[src/rtl/cci_mpf_prim_scoreboard_merge.sv]
// Merges the two in-order ports of a dual-port scoreboard into a single
// valid/ready stream. Port 1 has priority. Accepted words are buffered in a
// small ring FIFO whose head is presented first-word fall-through.
module cci_mpf_prim_scoreboard_merge #(
  parameter int N_DATA_BITS      = 64,
  parameter int N_META_BITS      = 1,
  parameter int N_ENTRIES        = 4,
  // Lets a directed test drive both ports ready without stopping simulation.
  parameter bit DUAL_VALID_FATAL = 1'b1
) (
  input  logic                           clk,
  input  logic                           reset_n,

  input  logic                           inNotEmpty  [0:1],
  input  logic [N_DATA_BITS-1:0]         inFirst     [0:1],
  input  logic [N_META_BITS-1:0]         inFirstMeta [0:1],
  output logic                           inDeq_en    [0:1],

  output logic                           outValid,
  output logic [N_DATA_BITS-1:0]         outData,
  output logic [N_META_BITS-1:0]         outMeta,
  input  logic                           outReady,
  output logic [$clog2(N_ENTRIES):0]     outCount,
  output logic                           dualValidErr
);

  localparam int PTR_W = $clog2(N_ENTRIES);
  localparam int CNT_W = PTR_W + 1;

  // Pointer arithmetic relies on natural wrap, so the depth must be 2**k.
  if ((N_ENTRIES < 2) || ((N_ENTRIES & (N_ENTRIES - 1)) != 0)) begin : g_bad_depth
    $fatal(1, "N_ENTRIES must be a power of 2 and at least 2");
  end

  logic [N_DATA_BITS-1:0] data_mem [N_ENTRIES];
  logic [N_META_BITS-1:0] meta_mem [N_ENTRIES];

  logic [PTR_W-1:0]       rd_ptr;
  logic [PTR_W-1:0]       wr_ptr;

  logic                   pop;
  logic                   space;
  logic                   push;
  logic [N_DATA_BITS-1:0] push_data;
  logic [N_META_BITS-1:0] push_meta;

  // Port selection and dequeue strobes; port 1 wins when both are ready.
  always_comb begin
    // NOTE: every always_comb output gets a default first so no path leaves it unassigned and infers a latch.
    inDeq_en[0] = 1'b0;
    inDeq_en[1] = 1'b0;
    push_data   = inFirst[0];
    push_meta   = inFirstMeta[0];

    pop   = outValid && outReady;
    space = (outCount < CNT_W'(N_ENTRIES)) || pop;

    if (inNotEmpty[1]) begin
      inDeq_en[1] = space && reset_n;
      push_data   = inFirst[1];
      push_meta   = inFirstMeta[1];
    end else if (inNotEmpty[0]) begin
      inDeq_en[0] = space && reset_n;
    end

    push = inDeq_en[0] || inDeq_en[1];
  end

  // Head of the FIFO drives the output stream directly from storage.
  always_comb begin
    outValid = (outCount != '0);
    outData  = data_mem[rd_ptr];
    outMeta  = meta_mem[rd_ptr];
  end

  // FIFO storage write port.
  // NOTE: storage has no reset; only pointers and count define which entries are live, so clearing the array would only cost area.
  always_ff @(posedge clk) begin
    if (push) begin
      data_mem[wr_ptr] <= push_data;
      meta_mem[wr_ptr] <= push_meta;
    end
  end

  // Pointers, occupancy count and the sticky dual-valid flag.
  always_ff @(posedge clk or negedge reset_n) begin
    if (!reset_n) begin
      // NOTE: sequential state uses non-blocking assignments so every register samples pre-edge values.
      rd_ptr       <= '0;
      wr_ptr       <= '0;
      outCount     <= '0;
      dualValidErr <= 1'b0;
    end else begin
      if (push) wr_ptr <= wr_ptr + PTR_W'(1);
      if (pop)  rd_ptr <= rd_ptr + PTR_W'(1);

      case ({push, pop})
        2'b10:   outCount <= outCount + CNT_W'(1);
        2'b01:   outCount <= outCount - CNT_W'(1);
        default: outCount <= outCount;
      endcase

      if (inNotEmpty[0] && inNotEmpty[1]) dualValidErr <= 1'b1;
    end
  end

  // Both scoreboard ports ready at once means upstream ordering is broken.
  dual_valid_chk : assert property (
    @(posedge clk) disable iff (!reset_n)
      !(DUAL_VALID_FATAL && inNotEmpty[0] && inNotEmpty[1]))
    else $fatal(1, "both inNotEmpty bits high in one cycle");

endmodule

[config.mk]
export PLATFORM = sky130hd
export DESIGN_NAME = cci_mpf_prim_scoreboard_merge
export DESIGN_NICKNAME = d
export VERILOG_FILES = /design/src/rtl/cci_mpf_prim_scoreboard_merge.sv
export SDC_FILE = /design/constraint.sdc
export NUM_CORES = 1
export LEC_CHECK = 0
export BUFFER_PORTS_ARGS = -buffer_cell sky130_fd_sc_hd__buf_2
export CAP_MARGIN = 10
export CELL_PAD_IN_SITES_DETAIL_PLACEMENT = 0
export CELL_PAD_IN_SITES_GLOBAL_PLACEMENT = 1
export CORE_ASPECT_RATIO = 1.25
export CORE_MARGIN = 5
export CORE_UTILIZATION = 43
export CTS_CLUSTER_SIZE = 40
export DETAILED_ROUTE_END_ITERATION = 16
export PLACE_DENSITY_LB_ADDON = 0.1
export SLEW_MARGIN = 20
export SYNTH_ARGS = -nofsm -noshare
export SYNTH_HDL_FRONTEND = slang
export SYNTH_SLANG_ARGS = --single-unit
[constraint.sdc]
create_clock -name clk -period 3.99 [get_ports clk]
set_input_delay 0.5985 -clock clk [delete_from_list [all_inputs] [get_ports clk]]
set_output_delay 0.5985 -clock clk [all_outputs]
set_load 0.02 [all_outputs]
==> results of run 1 <==
## critical path, stage by stage, from the launching register on
cell and delay, ns:
dfrtp_4 0.57, buf_4 0.44, mux4_2 0.59, buf_2 0.18
## through the flow
stage               instance area [um2]  cells  util (%)  setup slack (ns)
floorplan                         10700    459         -            -0.137
global placement                  12100    983      49.2              1.53
detailed placement                12100    983      49.2              1.47
CTS                               12900   1031      52.5             0.967
global route                      12900   1031      52.5             0.918
finish                            12900   1031      52.5              1.09
## registers in the layout (all words and copies together) (netlist names)
| signal | flops |
|---|---|
| dualValidErr | 1 |
| outCount | 3 |
| meta_mem | 4 |
| data_mem | 256 |
| wr_ptr | 2 |
| rd_ptr | 2 |
## worst paths after layout
path                                 to  cells after the start           from  slack [ns]
max in group asynchronous     rd_ptr[1]                      2        reset_n        3.28
max                         outData[45]                      3      rd_ptr[0]        1.09
min reg2reg                dualValidErr                      1   dualValidErr        0.48
min                        dualValidErr                      2  inNotEmpty[1]        0.34
min in group asynchronous  dualValidErr                      2        reset_n        0.49
max reg2reg                 outCount[2]                      8    outCount[2]        1.70
## cell usage after synthesis, drive strengths merged
| master | n | share of area, % |
|---|---|---|
| inv | 11 | 0.39 |
| ha | 5 | 0.59 |
| fa | 1 | 0.19 |
| o31a | 1 | 0.082 |
| nand2 | 1 | 0.035 |
| xnor2 | 4 | 0.33 |
| mux2 | 66 | 7.0 |
| edfxtp | 260 | 73 |
| clkbuf | 2 | 0.070 |
| a21o | 1 | 0.070 |
| nor3b | 1 | 0.070 |
| nor2 | 6 | 0.21 |
| nand3 | 1 | 0.047 |
| xor2 | 2 | 0.16 |
| o221ai | 1 | 0.14 |
| o21ai | 1 | 0.047 |
| mux2i | 1 | 0.094 |
| dfrtp | 8 | 1.9 |
| mux4 | 65 | 14 |
| buf | 21 | 1.7 |
## layout make-up
type                            instances  area [um2]
Clock buffer                           35         706
Multi-Input combinational cell        157        2460
Tap cell                              330         413
Clock inverter                         12        81.3
Fill cell                            2022       11700
Inverter                               11        41.3
Timing Repair Buffer                  218        1140
Sequential cell                       268        8020
## kinds of logic after synthesis
logic type / after synthesis / synth area share (%)
AOI/OAI and AO/OA: 4 / 0.340
xor gates and xnor gates: 6 / 0.493
adders and majority gates: 6 / 0.774
buffers and inverters: 34 / 2.16
DFF: 268 / 75.1
muxes: 132 / 20.8
and+or+nand+nor: 9 / 0.364
## layer usage
metal  vias up  wire [um]  GRT usage [%]
met1      2696       8420           19.6
met3        34       1320           2.51
met5         -          0              0
met4         0        440           3.63
met2       169      10800           26.0
li1       2361          -              -
## power by group through the flow
stage               Combinational (mW)  Sequential, mW  Clock, mW
CTS                               2.70            3.83       2.32
finish                            2.61            3.81       2.25
floorplan                         2.03            3.70          0
global placement                  2.68            3.86          0
detailed placement                2.69            3.89          0
global route                      2.82            3.86       2.45
==> flow_metrics.env, run 1 <==
export IMPL_clk_latency_ns=0.51
export IMPL_crit_fanout=21
export IMPL_num_antenna_cells=0
export IMPL_worstMarginPinSlew_ns=1.04
export IMPL_die_x_um=151
export IMPL_peakVddDrop_mv=0.386
export IMPL_p_clk_share_pct=26.0
export IMPL_dp_hpwl_mm=13.1
export IMPL_io_pins=207
export IMPL_routabilityCongestion=0.723
export IMPL_syn_area_mm2=0.0107
export IMPL_io_buffers=206
export IMPL_status="completed"
export IMPL_fin_nets=823
export IMPL_grt_pass1_vias=5879
export IMPL_clock_sinks=268
export IMPL_critical_path_arrival_ns=2.30
export IMPL_syn_avg_cell_area_um2=23.2
export IMPL_cts_root_buf="clkbuf_16"
export IMPL_initialDrtViolationCount=263
export IMPL_cts_resized=0
export IMPL_min_period_ns=2.90
export IMPL_grt_pass1_wl_mm=32.1
export IMPL_crit_type="flop to output pin"
export IMPL_synth_fp_nets=600
export IMPL_dieArea_mm2=0.0281
export IMPL_core_mm2=0.0245
export IMPL_total_power_mw=8.67
export IMPL_p_int_mw=5.97
export IMPL_grt_setup_unrepaired="false"
export IMPL_ys_seq_area_share_pct=75.1
export IMPL_yosysWarnings=0
export IMPL_grt_max_degree=69
export IMPL_p_per_area_mw_per_mm2=674
export IMPL_ys_seq_elements=268
export IMPL_cts_buffers=26
export IMPL_cts_tree="built"
export IMPL_ant_nets=0
export IMPL_via_per_inst=5.10
export IMPL_whs_ns=0.336
export IMPL_hold_viol_final=0
export IMPL_layout_commonest_cell="edfxtp_1"
export IMPL_synth_cell_types=23
export IMPL_grt_overflow_total=0
export IMPL_antenna_found_initial=0
export IMPL_net_switching_power_mw=2.69
export IMPL_switching_share_pct=31.1
export IMPL_postSynthCellCount=459
export IMPL_htreeDepth=1
export IMPL_remaining_drc_errors=0
export IMPL_cts_buffer_depth=3
export IMPL_wl_per_cell_um=20.3
export IMPL_area_growth_syn_to_layout_pct=20.5
export IMPL_comb_power_share_pct=30.1
export IMPL_cts_hold_buf=1
export IMPL_fin_skew_ns=0.00621
export IMPL_rows=64
export IMPL_die_h_um=186
export IMPL_grtUsageTotal_pct=14.9
export IMPL_endpoint_kind="output pin"
export IMPL_postCtsSetupRepairBufs=0
export IMPL_mostFrequentLayoutCells="edfxtp_1 (260), buf_2 (205), mux2_2 (66), mux4_2 (65), clkbuf_16 (27)"
export IMPL_setup_viol=0
export IMPL_vias=5260
export IMPL_maxCapViolations=0
export IMPL_dr_pass1_iters=6
export IMPL_hold_path_class="input pin to flop"
export IMPL_path_clk_slew_ns=0.06
export IMPL_drt_total_wl_mm=20.9
export IMPL_period_share_pct=72.7
export IMPL_final_max_slew_viol_count=0
export IMPL_pwr_share_seq_pct=43.9
export IMPL_crit_path_start_kind="flop"
export IMPL_fin_tns_setup_ns=0
export IMPL_max_freq_mhz=345
export IMPL_drive_gt1_share_pct=55.5
export IMPL_required_ns=3.39
export IMPL_p_leak_nw=4.52
export IMPL_initial_core_util_pct=43.5
export IMPL_slew_headroom_pct=30.9
Note: power is estimated with default switching activity, not from simulation.
==> inputs of run 2 (changes only) <==
- ABC_AREA: unset -> 1
- CORE_UTILIZATION: 43 -> 45
- clock period: 3.99 -> 2.7 ns (I/O delays scaled with it)
==> flow_metrics.env, run 2 <==
export IMPL_status="completed"
export IMPL_netlist_area_leader_share_pct=68.5
export IMPL_cts_root_buf="clkbuf_16"
export IMPL_cpPeakStageDelay_ns=0.51
export IMPL_grt_pass1_wl_mm=39.4
export IMPL_cts_buffers=27
export IMPL_hold_path_class="input pin to flop"
export IMPL_min_period_ns=2.57
export IMPL_cts_buffer_depth=3
export IMPL_period_share_pct=95.0
export IMPL_initialDrtViolationCount=358
export IMPL_netlist_top_cells_area="edfxtp_1 (69%), nand2_1 (6.9%), o21ai_0 (4.7%)"
export IMPL_largest_reg_flops=256
export IMPL_postSynthCellCount=903
export IMPL_synth_fp_nets=1044
export IMPL_async_flop_share_pct=2.99
export IMPL_whs_ns=0.125
export IMPL_postCtsSetupRepairBufs=0
export IMPL_rows=65
export IMPL_layout_commonest_cell="edfxtp_1"
export IMPL_dr_pass1_iters=4
export IMPL_synthTopCellsByCount="edfxtp_1 (260), nand2_1 (211), o21ai_0 (107), nor2_1 (100), o22ai_1 (35)"
export IMPL_cts_hold_buf=1
export IMPL_cp_num_buf_inv=3
export IMPL_via_per_inst=5.02
export IMPL_placed_area_mm2=0.0128
export IMPL_grt_overflow_total=0
export IMPL_ys_seq_elements=268
export IMPL_synth_edff_count=260
export IMPL_endpoint_kind="output pin"
export IMPL_yosysWarnings=0
export IMPL_cts_tree="built"
export IMPL_htreeDepth=1
export IMPL_top_register="data_mem"
export IMPL_p_clk_share_pct=22.6
export IMPL_syn_area_mm2=0.0114
export IMPL_grt_max_degree=133
export IMPL_critical_path_arrival_ns=2.16
export IMPL_ys_seq_area_share_pct=70.3
export IMPL_fin_skew_ns=0.00719
export IMPL_grt_setup_unrepaired="false"
export IMPL_setup_viol=0
export IMPL_dp_hpwl_mm=15.1
export IMPL_fin_nets=1247
export IMPL_path_clk_slew_ns=0.06
export IMPL_cp_slowest_cell="dfrtp_4"
export IMPL_slew_headroom_pct=32.2
export IMPL_design_area_mm2=0.0136
export IMPL_switching_share_pct=37.6
export IMPL_crit_type="flop to output pin"
export IMPL_post_route_util_pct=54.1
export IMPL_grtUsageTotal_pct=17.2
export IMPL_pwr_share_seq_pct=38.2
export IMPL_area_growth_syn_to_layout_pct=19.3
export IMPL_crit_fanout=29
export IMPL_io_buffers=206
export IMPL_initial_core_util_pct=45.3
export IMPL_worstMarginPinSlew_ns=1.02
export IMPL_drt_total_wl_mm=25.2
export IMPL_peakVddDrop_mv=0.704
export IMPL_r2r_cells=11
export IMPL_synth_cell_types=26
export IMPL_synth_top_cell_by_area="edfxtp_1"
export IMPL_final_max_slew_viol_count=0
export IMPL_p_int_mw=9.05
export IMPL_dieArea_mm2=0.0286
export IMPL_p_leak_nw=5.21
export IMPL_remaining_drc_errors=0
export IMPL_ys_dominant_reg_cell="edfxtp_1"
export IMPL_crit_cells=5
export IMPL_mostFrequentLayoutCells="edfxtp_1 (260), nand2_1 (211), buf_2 (206), o21ai_0 (107), nor2_1 (96)"
export IMPL_wl_per_cell_um=17.3
export IMPL_clk_latency_ns=0.51
export IMPL_grt_pass1_vias=7469
export IMPL_cts_resized=0
export IMPL_io_pins=207
export IMPL_routabilityCongestion=0.714
export IMPL_top_regs="data_mem x256, meta_mem x4, outCount x3"
export IMPL_cp_top_family="buffers and inverters"
export IMPL_antenna_found_initial=0
export IMPL_die_x_um=152
export IMPL_clock_sinks=268
export IMPL_cp_cell_sequence="inv_6 -> buf_4 -> o21ai_0 -> o22ai_2 -> buf_2"
export IMPL_required_ns=2.30
export IMPL_total_power_mw=14.5
export IMPL_whs_path_depth=2
export IMPL_maxCapViolations=0
export IMPL_vias=7319
export IMPL_p_per_area_mw_per_mm2=1070
export IMPL_fin_tns_setup_ns=0
export IMPL_max_freq_mhz=390
export IMPL_synth_most_common_cell="edfxtp_1"
export IMPL_hold_viol_final=0
export IMPL_drive_gt1_share_pct=30.3
export IMPL_net_switching_power_mw=5.45
export IMPL_comb_power_share_pct=39.1
export IMPL_num_antenna_cells=0
export IMPL_crit_path_start_kind="flop"
export IMPL_syn_avg_cell_area_um2=12.6
export IMPL_die_h_um=188
export IMPL_core_mm2=0.0251
export IMPL_ant_nets=0
run 2: kinds of logic (layout without fill, tap and decap cells):
kind of cell	after synthesis	count (layout)	share of synthesized area (%)
fa+ha+maj	6	6	0.725
simple gates	353	353	13.8
buf+inv	76	295	3.84
flops	268	268	70.3
xor+xnor	2	2	0.154
compound gates	198	198	11.2
run 2: final cells by class:
| class | instances | area [um2] |
|---|---|---|
| Clock buffer | 36 | 709 |
| Tap cell | 335 | 419 |
| Clock inverter | 9 | 63.8 |
| Sequential cell | 268 | 8010 |
| Inverter | 19 | 76.3 |
| Timing Repair Buffer | 231 | 1330 |
| Multi-Input combinational cell | 559 | 2980 |
| Fill cell | 2172 | 11500 |
run 2: power groups by stage:
stage	registers [mW]	clock network (mW)	logic (mW)
after floorplan	5.65	0	3.97
after global placement	5.62	0	5.78
after detailed placement	5.63	0	5.83
after CTS	5.55	3.37	5.84
after global routing	5.60	3.54	6.25
final	5.54	3.28	5.68
run 2: metal layers:
| metal | vias to the layer above | share of wire, % | track usage (%) |
|---|---|---|---|
| met5 | - | 0 | 0 |
| met4 | 0 | 1.5 | 3.49 |
| met3 | 32 | 4.7 | 2.93 |
| met2 | 158 | 53 | 32.4 |
| met1 | 3521 | 41 | 20.6 |
| li1 | 3608 | - | - |
run 2: final timing paths:
kind,slack [ns],to,from
min in group asynchronous,0.30,outCount[0],reset_n
setup / recovery,0.13,outData[8],rd_ptr[0]
setup reg to reg,0.72,outCount[2],outCount[2]
hold / removal,0.12,dualValidErr,inNotEmpty[1]
hold reg to reg,0.45,dualValidErr,dualValidErr
max in group asynchronous,2.18,rd_ptr[0],reset_n
run 2: metrics by stage:
step                cells  setup slack (ns)
detailed placement   1411             0.547
global placement     1411             0.592
floorplan             903            -0.358
CTS                  1457            0.0862
finish               1457             0.134
global route         1457            0.0157
==> inputs of run 3 (changes only) <==
- MAX_ROUTING_LAYER: unset -> met4
==> flow_metrics.env, run 3 (synthesis gave the netlist of run 2 again) <==
export IMPL_status="completed"
export IMPL_reg2reg_setup_slack_ns=0.72
export IMPL_die_h_um=188
export IMPL_r2r_end="outCount[2]"
export IMPL_remaining_drc_errors=0
export IMPL_grtUsageTotal_pct=17.7
export IMPL_grt_pass1_vias=7469
export IMPL_area_growth_syn_to_layout_pct=19.3
export IMPL_dieArea_mm2=0.0286
export IMPL_p_leak_nw=5.21
export IMPL_initial_core_util_pct=45.3
export IMPL_core_mm2=0.0251
export IMPL_wl_per_cell_um=17.3
export IMPL_clock_sinks=268
export IMPL_route_met2_wl_mm=13.3
export IMPL_grt_setup_unrepaired="false"
export IMPL_grt_overflow_total=0
export IMPL_wl_met1_mm=10.3
export IMPL_final_max_slew_viol_count=0
export IMPL_critical_path_arrival_ns=2.16
export IMPL_vias=7347
export IMPL_hold_path_class="input pin to flop"
export IMPL_fin_nets=1247
export IMPL_fillers=2172
export IMPL_grt_pass1_wl_mm=39.3
export IMPL_required_ns=2.30
export IMPL_r2r_cells=11
export IMPL_cts_tree="built"
export IMPL_dr_pass1_iters=4
export IMPL_max_freq_mhz=389
export IMPL_placed_area_mm2=0.0128
export IMPL_mostFrequentLayoutCells="edfxtp_1 (260), nand2_1 (211), buf_2 (206), o21ai_0 (107), nor2_1 (96)"
export IMPL_antenna_found_initial=0
export IMPL_grt_max_degree=133
export IMPL_largest_reg_flops=256
export IMPL_p_per_area_mw_per_mm2=1070
export IMPL_slew_headroom_pct=32.2
export IMPL_crit_type="flop to output pin"
export IMPL_min_to="dualValidErr"
export IMPL_period_share_pct=95.2
export IMPL_endpoint_kind="output pin"
export IMPL_dr_wl_met3_mm=1.20
export IMPL_min_period_ns=2.57
export IMPL_worstMarginPinSlew_ns=1.02
export IMPL_cts_resized=0
export IMPL_cts_root_buf="clkbuf_16"
export IMPL_top_layer_used="met4"
export IMPL_htreeDepth=1
export IMPL_design_area_mm2=0.0136
export IMPL_crit_fanout=29
export IMPL_cts_buffer_depth=3
export IMPL_cts_hold_buf=1
export IMPL_fin_skew_ns=0.00900
export IMPL_die_x_um=152
export IMPL_ant_nets=0
export IMPL_rows=65
export IMPL_io_pins=207
export IMPL_num_antenna_cells=0
export IMPL_rr_startpoint="outCount[2]"
export IMPL_postCtsSetupRepairBufs=0
export IMPL_via_per_inst=5.04
export IMPL_final_cells=1457
export IMPL_crit_path_start_kind="flop"
export IMPL_cts_buffers=27
export IMPL_drive_gt1_share_pct=30.3
export IMPL_top_register="data_mem"
export IMPL_top_regs="data_mem x256, meta_mem x4, outCount x3"
export IMPL_setup_viol=0
export IMPL_hold_viol_final=0
export IMPL_routabilityCongestion=0.722
export IMPL_whs_path_depth=2
export IMPL_layout_commonest_cell="edfxtp_1"
export IMPL_dp_hpwl_mm=15.1
export IMPL_initialDrtViolationCount=358
export IMPL_drt_total_wl_mm=25.2
export IMPL_crit_path_start="rd_ptr[0]"
export IMPL_peakVddDrop_mv=0.705
export IMPL_clk_latency_ns=0.51
export IMPL_dp_cells=1411
export IMPL_maxCapViolations=0
export IMPL_path_clk_slew_ns=0.06
export IMPL_io_buffers=206
export IMPL_min_delay_start="inNotEmpty[1]"
run 3: where the power goes:
group	internal, mW	switching, mW
registers	5.35	0.188
logic	1.78	3.90
clock network	1.91	1.37
total	9.05	5.46
run 3: routing by layer:
layer / vias up / track usage (%)
met5: - / -
met4: 0 / 3.49
met3: 30 / 2.72
met2: 179 / 32.4
met1: 3530 / 20.7
li1: 3608 / -
run 3: how the worst max path moves through the flow:
stage               cells after the start             end
finish                                  5      outData[8]
global route                            4     outData[63]
CTS                                     5      outData[8]
detailed placement                     11     outCount[2]
global placement                       11     outCount[2]
floorplan                               5  data_mem[0][0]
run 3: worst max-delay path: stages, from the launching register on:
cell and delay (ns):
dfrtp_4 0.51, inv_6 0.29, buf_4 0.33, o21ai_0 0.14
o22ai_2 0.16, buf_2 0.20
run 3: area by class of cell:
class	instances	area (um2)	share of cell area (%)
Clock buffer	36	709	5.22
Clock inverter	9	63.8	0.469
Inverter	19	76.3	0.561
Multi-Input combinational cell	559	2980	21.9
Sequential cell	268	8010	58.9
Tap cell	335	419	3.08
Timing Repair Buffer	231	1330	9.81
run 3: metrics by stage:
stage / TNS (ns) / total power [mW] / setup slack, ns / utilization (%) / hold WS [ns]
6_report: 0 / 14.5 / 0.131 / 54.1 / 0.124
5_1_grt: 0 / 15.4 / 0.0131 / 54.1 / 0.135
4_1_cts: 0 / 14.8 / 0.0862 / 54.1 / 0.106
3_5_place_dp: 0 / 11.5 / 0.547 / 51.0 / 0.282
3_3_place_gp: 0 / 11.4 / 0.592 / 51.0 / 0.278
2_1_floorplan: -93.21 / 9.62 / -0.358 / - / 0.109
